===== src/rtl/frame_display_reader_pkg.sv =====
// Shared types and default geometry for the processed-image display reader:
// RGB444 pixel type, default image size and 640x480 VGA timing.
package frame_display_reader_pkg;

   localparam int PIX_W = 12;
   typedef logic [PIX_W-1:0] rgb444_t;

   localparam rgb444_t RGB_BLACK = 12'h000;
   localparam rgb444_t RGB_WHITE = 12'hFFF;

   localparam int IMG_W_DEF      = 400;
   localparam int IMG_H_DEF      = 300;
   localparam int IMG_PIXELS_DEF = IMG_W_DEF * IMG_H_DEF;

   localparam int H_ACTIVE_DEF = 640;
   localparam int H_FP_DEF     = 16;
   localparam int H_SYNC_DEF   = 96;
   localparam int H_BP_DEF     = 48;
   localparam int V_ACTIVE_DEF = 480;
   localparam int V_FP_DEF     = 10;
   localparam int V_SYNC_DEF   = 2;
   localparam int V_BP_DEF     = 33;

   function automatic int line_total(input int act, input int fp, input int sync, input int bp);
      return act + fp + sync + bp;
   endfunction

   localparam int H_TOTAL_DEF = line_total(H_ACTIVE_DEF, H_FP_DEF, H_SYNC_DEF, H_BP_DEF);
   localparam int V_TOTAL_DEF = line_total(V_ACTIVE_DEF, V_FP_DEF, V_SYNC_DEF, V_BP_DEF);

   typedef enum logic {
      ST_IDLE = 1'b0,
      ST_SCAN = 1'b1
   } rd_state_t;

endpackage


===== src/rtl/frame_display_reader_timing.sv =====
// video_timing_gen: raster h/v counters with sync, active and frame-end flags.
// Counters advance on tick and are held at zero while hold is high.
module video_timing_gen
   import frame_display_reader_pkg::*;
#(
   parameter int H_ACTIVE = H_ACTIVE_DEF,
   parameter int H_FP     = H_FP_DEF,
   parameter int H_SYNC   = H_SYNC_DEF,
   parameter int H_BP     = H_BP_DEF,
   parameter int V_ACTIVE = V_ACTIVE_DEF,
   parameter int V_FP     = V_FP_DEF,
   parameter int V_SYNC   = V_SYNC_DEF,
   parameter int V_BP     = V_BP_DEF,
   parameter int HW       = $clog2(line_total(H_ACTIVE, H_FP, H_SYNC, H_BP)),
   parameter int VW       = $clog2(line_total(V_ACTIVE, V_FP, V_SYNC, V_BP))
) (
   input  logic          clk_p,
   input  logic          rst,
   input  logic          tick,
   input  logic          hold,
   output logic [HW-1:0] h_cnt,
   output logic [VW-1:0] v_cnt,
   output logic          active,
   output logic          hs_n,
   output logic          vs_n,
   output logic          frame_end
);

   localparam int H_TOTAL = line_total(H_ACTIVE, H_FP, H_SYNC, H_BP);
   localparam int V_TOTAL = line_total(V_ACTIVE, V_FP, V_SYNC, V_BP);

   localparam logic [HW-1:0] H_LAST = HW'(H_TOTAL - 1);
   localparam logic [HW-1:0] H_ACT  = HW'(H_ACTIVE);
   localparam logic [HW-1:0] HS_BEG = HW'(H_ACTIVE + H_FP);
   localparam logic [HW-1:0] HS_END = HW'(H_ACTIVE + H_FP + H_SYNC - 1);
   localparam logic [VW-1:0] V_LAST = VW'(V_TOTAL - 1);
   localparam logic [VW-1:0] V_ACT  = VW'(V_ACTIVE);
   localparam logic [VW-1:0] VS_BEG = VW'(V_ACTIVE + V_FP);
   localparam logic [VW-1:0] VS_END = VW'(V_ACTIVE + V_FP + V_SYNC - 1);

   logic h_wrap;
   logic v_wrap;

   assign h_wrap = (h_cnt == H_LAST);
   assign v_wrap = (v_cnt == V_LAST);

   always_ff @(posedge clk_p) begin
      if (rst || hold) begin
         h_cnt <= '0;
         v_cnt <= '0;
      end else if (tick) begin
         if (h_wrap) begin
            h_cnt <= '0;
            v_cnt <= v_wrap ? '0 : v_cnt + VW'(1);
         end else begin
            h_cnt <= h_cnt + HW'(1);
         end
      end
   end

   assign active    = (h_cnt < H_ACT) && (v_cnt < V_ACT);
   assign hs_n      = !((h_cnt >= HS_BEG) && (h_cnt <= HS_END));
   assign vs_n      = !((v_cnt >= VS_BEG) && (v_cnt <= VS_END));
   assign frame_end = h_wrap && v_wrap;

endmodule


===== src/rtl/frame_display_reader.sv =====
// Scans the stored image in raster order and emits a timed RGB pixel stream.
// Define IMG_BORDER_EN to draw a 1-pixel white border right/below the image.
//
// state   | meaning
// --------+-----------------------------------------------------------
// ST_IDLE | outputs at reset values, counters held at 0, wait frame_ready
// ST_SCAN | raster scan running; may leave only at a frame boundary
module frame_display_reader
   import frame_display_reader_pkg::*;
#(
   parameter int DATA_WIDTH = PIX_W,
   parameter int ADDR_WIDTH = 19,
   parameter int IMG_W      = IMG_W_DEF,
   parameter int IMG_H      = IMG_H_DEF,
   parameter int H_ACTIVE   = H_ACTIVE_DEF,
   parameter int H_FP       = H_FP_DEF,
   parameter int H_SYNC     = H_SYNC_DEF,
   parameter int H_BP       = H_BP_DEF,
   parameter int V_ACTIVE   = V_ACTIVE_DEF,
   parameter int V_FP       = V_FP_DEF,
   parameter int V_SYNC     = V_SYNC_DEF,
   parameter int V_BP       = V_BP_DEF
) (
   input  logic                  clk_p,
   input  logic                  rst,
   input  logic                  pix_en,
   input  logic                  frame_ready,
   output logic [ADDR_WIDTH-1:0] r_addr,
   input  logic [DATA_WIDTH-1:0] r_data,
   output logic                  hsync,
   output logic                  vsync,
   output logic                  de,
   output logic [DATA_WIDTH-1:0] rgb_out,
   output logic                  frame_start
);

   localparam int HW = $clog2(line_total(H_ACTIVE, H_FP, H_SYNC, H_BP));
   localparam int VW = $clog2(line_total(V_ACTIVE, V_FP, V_SYNC, V_BP));

   localparam logic [HW-1:0] IMG_W_H = HW'(IMG_W);
   localparam logic [VW-1:0] IMG_H_V = VW'(IMG_H);

   generate
      if ((IMG_W > H_ACTIVE) || (IMG_H > V_ACTIVE)) begin : g_bad_geometry
         $error("frame_display_reader: image does not fit inside the active area");
      end
   endgenerate

   rd_state_t state;
   rd_state_t state_nxt;
   logic      scan_on;
   logic      tick;

   logic [HW-1:0] h_cnt;
   logic [VW-1:0] v_cnt;
   logic          active;
   logic          hs_n;
   logic          vs_n;
   logic          frame_end;

   logic                  in_img;
   logic                  first_pix;
   logic                  border_pix;
   logic [ADDR_WIDTH-1:0] ptr;

   logic in_img_s1;
   logic act_s1;
   logic hs_s1;
   logic vs_s1;
   logic first_s1;
   logic border_s1;

   always_ff @(posedge clk_p) begin
      if (rst) begin
         state <= ST_IDLE;
      end else begin
         state <= state_nxt;
      end
   end

   // Leaving SCAN is only decided on the last pixel, so a late drop of
   // frame_ready never cuts a frame short.
   always_comb begin
      state_nxt = state;
      case (state)
         ST_IDLE: if (pix_en && frame_ready) state_nxt = ST_SCAN;
         ST_SCAN: if (pix_en && frame_end && !frame_ready) state_nxt = ST_IDLE;
         default: state_nxt = ST_IDLE;
      endcase
   end

   always_comb begin
      scan_on = (state == ST_SCAN);
      tick    = scan_on && pix_en;
   end

   video_timing_gen #(
      .H_ACTIVE (H_ACTIVE),
      .H_FP     (H_FP),
      .H_SYNC   (H_SYNC),
      .H_BP     (H_BP),
      .V_ACTIVE (V_ACTIVE),
      .V_FP     (V_FP),
      .V_SYNC   (V_SYNC),
      .V_BP     (V_BP),
      .HW       (HW),
      .VW       (VW)
   ) u_timing (
      .clk_p     (clk_p),
      .rst       (rst),
      .tick      (tick),
      .hold      (!scan_on),
      .h_cnt     (h_cnt),
      .v_cnt     (v_cnt),
      .active    (active),
      .hs_n      (hs_n),
      .vs_n      (vs_n),
      .frame_end (frame_end)
   );

   assign in_img    = (h_cnt < IMG_W_H) && (v_cnt < IMG_H_V);
   assign first_pix = (h_cnt == '0) && (v_cnt == '0);

`ifdef IMG_BORDER_EN
   assign border_pix = active &&
                       (((h_cnt == IMG_W_H) && (v_cnt <= IMG_H_V)) ||
                        ((v_cnt == IMG_H_V) && (h_cnt <= IMG_W_H)));
`else
   assign border_pix = 1'b0;
`endif

   // Stage 1: address issue plus the per-pixel flags that travel with it.
   always_ff @(posedge clk_p) begin
      if (rst || !scan_on) begin
         ptr       <= '0;
         r_addr    <= '0;
         in_img_s1 <= 1'b0;
         act_s1    <= 1'b0;
         hs_s1     <= 1'b1;
         vs_s1     <= 1'b1;
         first_s1  <= 1'b0;
         border_s1 <= 1'b0;
      end else if (pix_en) begin
         in_img_s1 <= in_img;
         act_s1    <= active;
         hs_s1     <= hs_n;
         vs_s1     <= vs_n;
         first_s1  <= first_pix;
         border_s1 <= border_pix;
         if (in_img) begin
            r_addr <= ptr;
            ptr    <= ptr + ADDR_WIDTH'(1);
         end else if (frame_end) begin
            ptr <= '0;
         end
      end
   end

   // Stage 2: memory data is valid here, one tick after r_addr was issued.
   always_ff @(posedge clk_p) begin
      if (rst || !scan_on) begin
         hsync       <= 1'b1;
         vsync       <= 1'b1;
         de          <= 1'b0;
         rgb_out     <= '0;
         frame_start <= 1'b0;
      end else begin
         frame_start <= 1'b0;
         if (pix_en) begin
            hsync       <= hs_s1;
            vsync       <= vs_s1;
            de          <= act_s1;
            frame_start <= first_s1;
            if (in_img_s1) begin
               rgb_out <= r_data;
            end else if (border_s1) begin
               rgb_out <= {DATA_WIDTH{1'b1}};
            end else begin
               rgb_out <= '0;
            end
         end
      end
   end

endmodule


===== config.mk =====
export PLATFORM = sky130hd
export DESIGN_NAME = frame_display_reader
export DESIGN_NICKNAME = d
export VERILOG_FILES = /design/src/rtl/frame_display_reader_pkg.sv /design/src/rtl/frame_display_reader_timing.sv /design/src/rtl/frame_display_reader.sv
export SDC_FILE = /design/constraint.sdc
export NUM_CORES = 1
export LEC_CHECK = 0
export ABC_AREA = 1
export CAP_MARGIN = 20
export CORE_MARGIN = 5
export CORE_UTILIZATION = 55
export DETAILED_ROUTE_END_ITERATION = 16
export GPL_TIMING_DRIVEN = 0
export PLACE_DENSITY_LB_ADDON = 0.25
export SLEW_MARGIN = 20
export SYNTH_ARGS = -nofsm -noshare
export SYNTH_HDL_FRONTEND = slang
export SYNTH_SLANG_ARGS = --single-unit

===== constraint.sdc =====
create_clock -name clk_p -period 1.9 [get_ports clk_p]
set_input_delay 0.57 -clock clk_p [delete_from_list [all_inputs] [get_ports clk_p]]
set_output_delay 0.57 -clock clk_p [all_outputs]
set_load 0.02 [all_outputs]

==> results.txt <==
- Worst slew slack as a fraction of its limit: 62.6%
- Delay contributed by the slowest stage of the critical path: 0.60 ns
* Worst IR drop on VDD: 388 uV
- At the pin with the least slew margin, the transition time is 0.561 ns.
- During placement, the flow inserted port buffers numbering 49.
- Top flip-flop cell by instance count after synthesis: sky130_fd_sc_hd__dfxtp_1
- CP Max Fanout: 2
- At the worst endpoint, the arrival time is roughly 1.3 ns.
- In this run the most critical hold path is launched from act_s1.
* Final Util: 68.5%
* Hold_buf cts: 0
- Crit Path Class: reg -> out
* Final number of setup-violating endpoints: 0
- Outcome: finished, final reports clean
* Count of final max-slew check failures: 0
- For this design the static power due to leakage is 0.00215 uW.
* Simple-gate portion of the synthesized area: 34.0%
* Ordered list of cells on the worst path: clkdlybuf4s50_1
- Routed len/inst: 14.0 um
* Count of warnings emitted by yosys: 0
* Startpoint kind of the worst setup timing path: register
- Sum of overflow across all layers after global routing: 0
* Proportion of synthesized chip area in sequential cells: 39.5%
* Maximum clock insertion buffer count: 2
- After filler insertion, the fill cell instance count of the layout stands at 621.
* Internal power: 2540 uW
* Via density per instance: 5.29
- Area contributors post-synth: sky130_fd_sc_hd__dfxtp_1 39%, sky130_fd_sc_hd__nand2_1 10%, sky130_fd_sc_hd__nor2_1 6.1%
- The synthesized design contains 80 register bits.
- Floorplan die width: 95.9 um
- In this run the number of H-tree levels came out at 3.
* Area leader, netlist: sky130_fd_sc_hd__dfxtp_1
- Total die area: 0.00919 mm2
- Summing the areas of all xor and xnor instances in the mapped netlist gives under 10% of the synthesized area.
- Measured against the total synthesized area, the mux share comes to 0%.
* Total inserted antenna cells: 0
* Portion of the clock cycle consumed by the worst path in the final layout: a little over nine tenths
- Post-Synthesis Cell Area: between 0.004 and 0.005 mm2
- The first global-routing pass estimated 16.4 mm of wire.
* Cell family contributing the most delay on the critical path: buffers and inverters
- Ranked by instance count, the synthesized netlist is headed by 110 x sky130_fd_sc_hd__nand2_1, 80 x sky130_fd_sc_hd__dfxtp_1, 66 x sky130_fd_sc_hd__nor2_1.
- Entering global routing, the biggest net connects 17 pins.
- TritonCTS Buffers: 9
- For this design, the slowest cell found on the critical path is sky130_fd_sc_hd__clkdlybuf4s50_1.
* Terminating pin of the worst hold path: de
- Counting every net in the synthesized netlist gives 571.
- Fraction of power spent switching nets: between 20% and 30%
- After synthesis, the largest family of logic cells by area is simple AND/OR/NAND/NOR gates.
- Worst min path class: reg -> reg
* Count of distinct cell types in the synthesized netlist: 42
* Cell area power density: roughly 690 mW/mm2
- Timing-limited maximum frequency: around 540 MHz
* Min cycle time layout: 1.86 ns
- For the worst flop-to-flop path, the logic depth is 9.
* Number of antenna violations at the first check in global routing: 0
- For flop-to-flop paths, the worst setup slack is 0.12 ns.
- Global router's overall resource usage: between 20 and 25%
* Final hold violations: 0
* Top Ports: 51
- Max-capacitance violation count: 0
- Unrepaired setup endpoints after global routing: no
* Crit end category: output port
* Switch Pwr: 847 uW
* Comb power frac: 6.6%
* Final-stage net count: 631
- DRC violation count after routing: 0
- Core Region: 0.00721 mm2
- Power after layout: 3390 uW
- Post-route worst setup slack: 0.0378 ns
- Share of the synthesized area in compound gates (AO/OA/AOI/OAI): 14.5%
- Clock power share: a little over two fifths
* Worst path required time: 1.33 ns
* Clock sink count: 80
* Master cell of the clock root buffer: sky130_fd_sc_hd__clkbuf_8
* Reg-to-Reg End: scan_on
- Number of global-route vias before repair: 3596
- Share of layout cells above drive strength 1: between 10% and 20%
- The first routing iteration left slightly above 200 violations.
- Crit Reg-Reg Startpoint: u_timing.v_cnt[0]
* Fraction of synthesized cell area taken by the top area cell type: approximately 40%
* Antenna Nets Post-Route: 0
* Register share of total power: 50.2%
- Adder-Cell Fraction of Synth Area: 1.54%
- Weighted congestion reported at the end of routability-driven placement: roughly 0.87
- Number of instances on the worst hold path: 2
- Clock latency on the worst-skew pair: 0.37 ns
- Routed wire length: 10.0 mm
- Before CTS, the worst setup slack after placement is -0.412 ns.
* Most frequent cell after synthesis: sky130_fd_sc_hd__nand2_1
* Avg Cell Area, Syn: 7.38 um2
- The first detailed-routing pass ran for 5 iterations.
- For this configuration, the core starts out at a cell density of a little under three fifths.
- Area added between synthesis and finish: 21.9%
- Count of mapped cells out of synthesis: 550
- Setup skew after layout: between 0.01 and 0.015 ns
- Together, buffers and inverters on the worst path number 1.
- Die Y: 95.9 um
- Number of enable-type register cells in the synthesized netlist: 0
* Share of async-settable or async-resettable flops after synthesis: 0%
* Total via count after detailed routing: 3777
- The floorplan has 31 rows.
- TritonCTS built the clock tree.
* DPL Wire Length: 7.40 mm
- Register clock-pin slew on the reported worst setup and hold paths: approximately 0.090 ns
-- power by group through the flow --
stage / combinational [uW] / clock, uW / sequential [uW]
after floorplan: 122 / 0 / 1750
after global placement: 225 / 0 / 1740
after detailed placement: 226 / 0 / 1740
after CTS: 226 / 1490 / 1700
after global routing: 244 / 1580 / 1700
final: 224 / 1460 / 1700
-- kinds of logic after synthesis --
kind of cell | after synthesis
flops | 80
compound gates | 98
simple gates | 282
xor+xnor | 7
buf+inv | 78
fa+ha+maj | 5
-- state kept, by name, summed over array words and instances (netlist names), 10 cells and up --
| name | count |
|---|---|
| ptr | 19 |
| r_addr | 19 |
| rgb_out | 12 |
| u_timing.h_cnt | 10 |
| u_timing.v_cnt | 10 |
-- metal layers --
| metal | up-vias | part of all wire, % | GRT usage (%) |
|---|---|---|---|
| li1 | 1910 | - | - |
| met1 | 1744 | 46 | 29.3 |
| met2 | 107 | 48 | 38.3 |
| met3 | 16 | 4.5 | 2.89 |
| met4 | 0 | 2.1 | 9.95 |
| met5 | - | 0 | 0 |
-- metrics by stage --
stage | instance area, um2 | std cells | hold WS (ns) | setup TNS (ns)
after CTS | 4890 | 714 | 0.463 | 0
final | 4940 | 714 | 0.462 | 0
after detailed placement | 4670 | 698 | 0.455 | -12.42
after global routing | 4940 | 714 | 0.490 | 0
after global placement | 4670 | 698 | 0.452 | -11.61
after floorplan | 4060 | 550 | 0.441 | 0
-- worst reg2reg max path, delay by kind of cell (launching register included) --
family                   cells  cell delay [ns]
AO/OA/AOI/OAI                1             0.12
adder cells (fa/ha/maj)      1             0.20
buffers and inverters        3             0.38
flip-flops                   1             0.37
AND/OR/NAND/NOR              4             0.61
-- worst max path at each step --
stage                    start          to  slack [ns]  cells after the start
detailed placement         rst      ptr[7]       -0.41                      6
finish              r_addr[18]  r_addr[18]        0.04                      1
floorplan               pix_en     ptr[18]        0.37                      9
CTS                  r_addr[1]   r_addr[1]       0.002                      1
global route        r_addr[18]  r_addr[18]       0.008                      1
global placement           rst      ptr[7]       -0.36                      6
-- final cells by class --
class	count	area (um2)	area share (%)
tap	99	124	2.51
sequential	80	1600	32.4
multi-input combinational	392	2090	42.3
clock inverter	7	106	2.15
timing repair buffer	49	529	10.7
inverter	58	225	4.56
buffer	20	143	2.89
clock buffer	9	124	2.51
-- cells in the final DEF, fill, tap and decap left out, drive strengths merged, types with 10 or more instances in the layout --
master         instances
clkdlybuf4s50         17
buf                   10
dlymetal6s2s          21
nand2                118
dlygate4sd2           11
clkbuf                19
o21ai                 39
inv                   62
dfxtp                 80
nor2                  75
nand4                 11
a21oi                 55
nand3                 64
-- timing repair --
action,in CTS,in global routing
endpoints found under the setup margin,14,31
setup buffers,0,0
pin swaps,0,0
resized for setup,12,22
No activity file was read; power rests on OpenSTA's default activity.
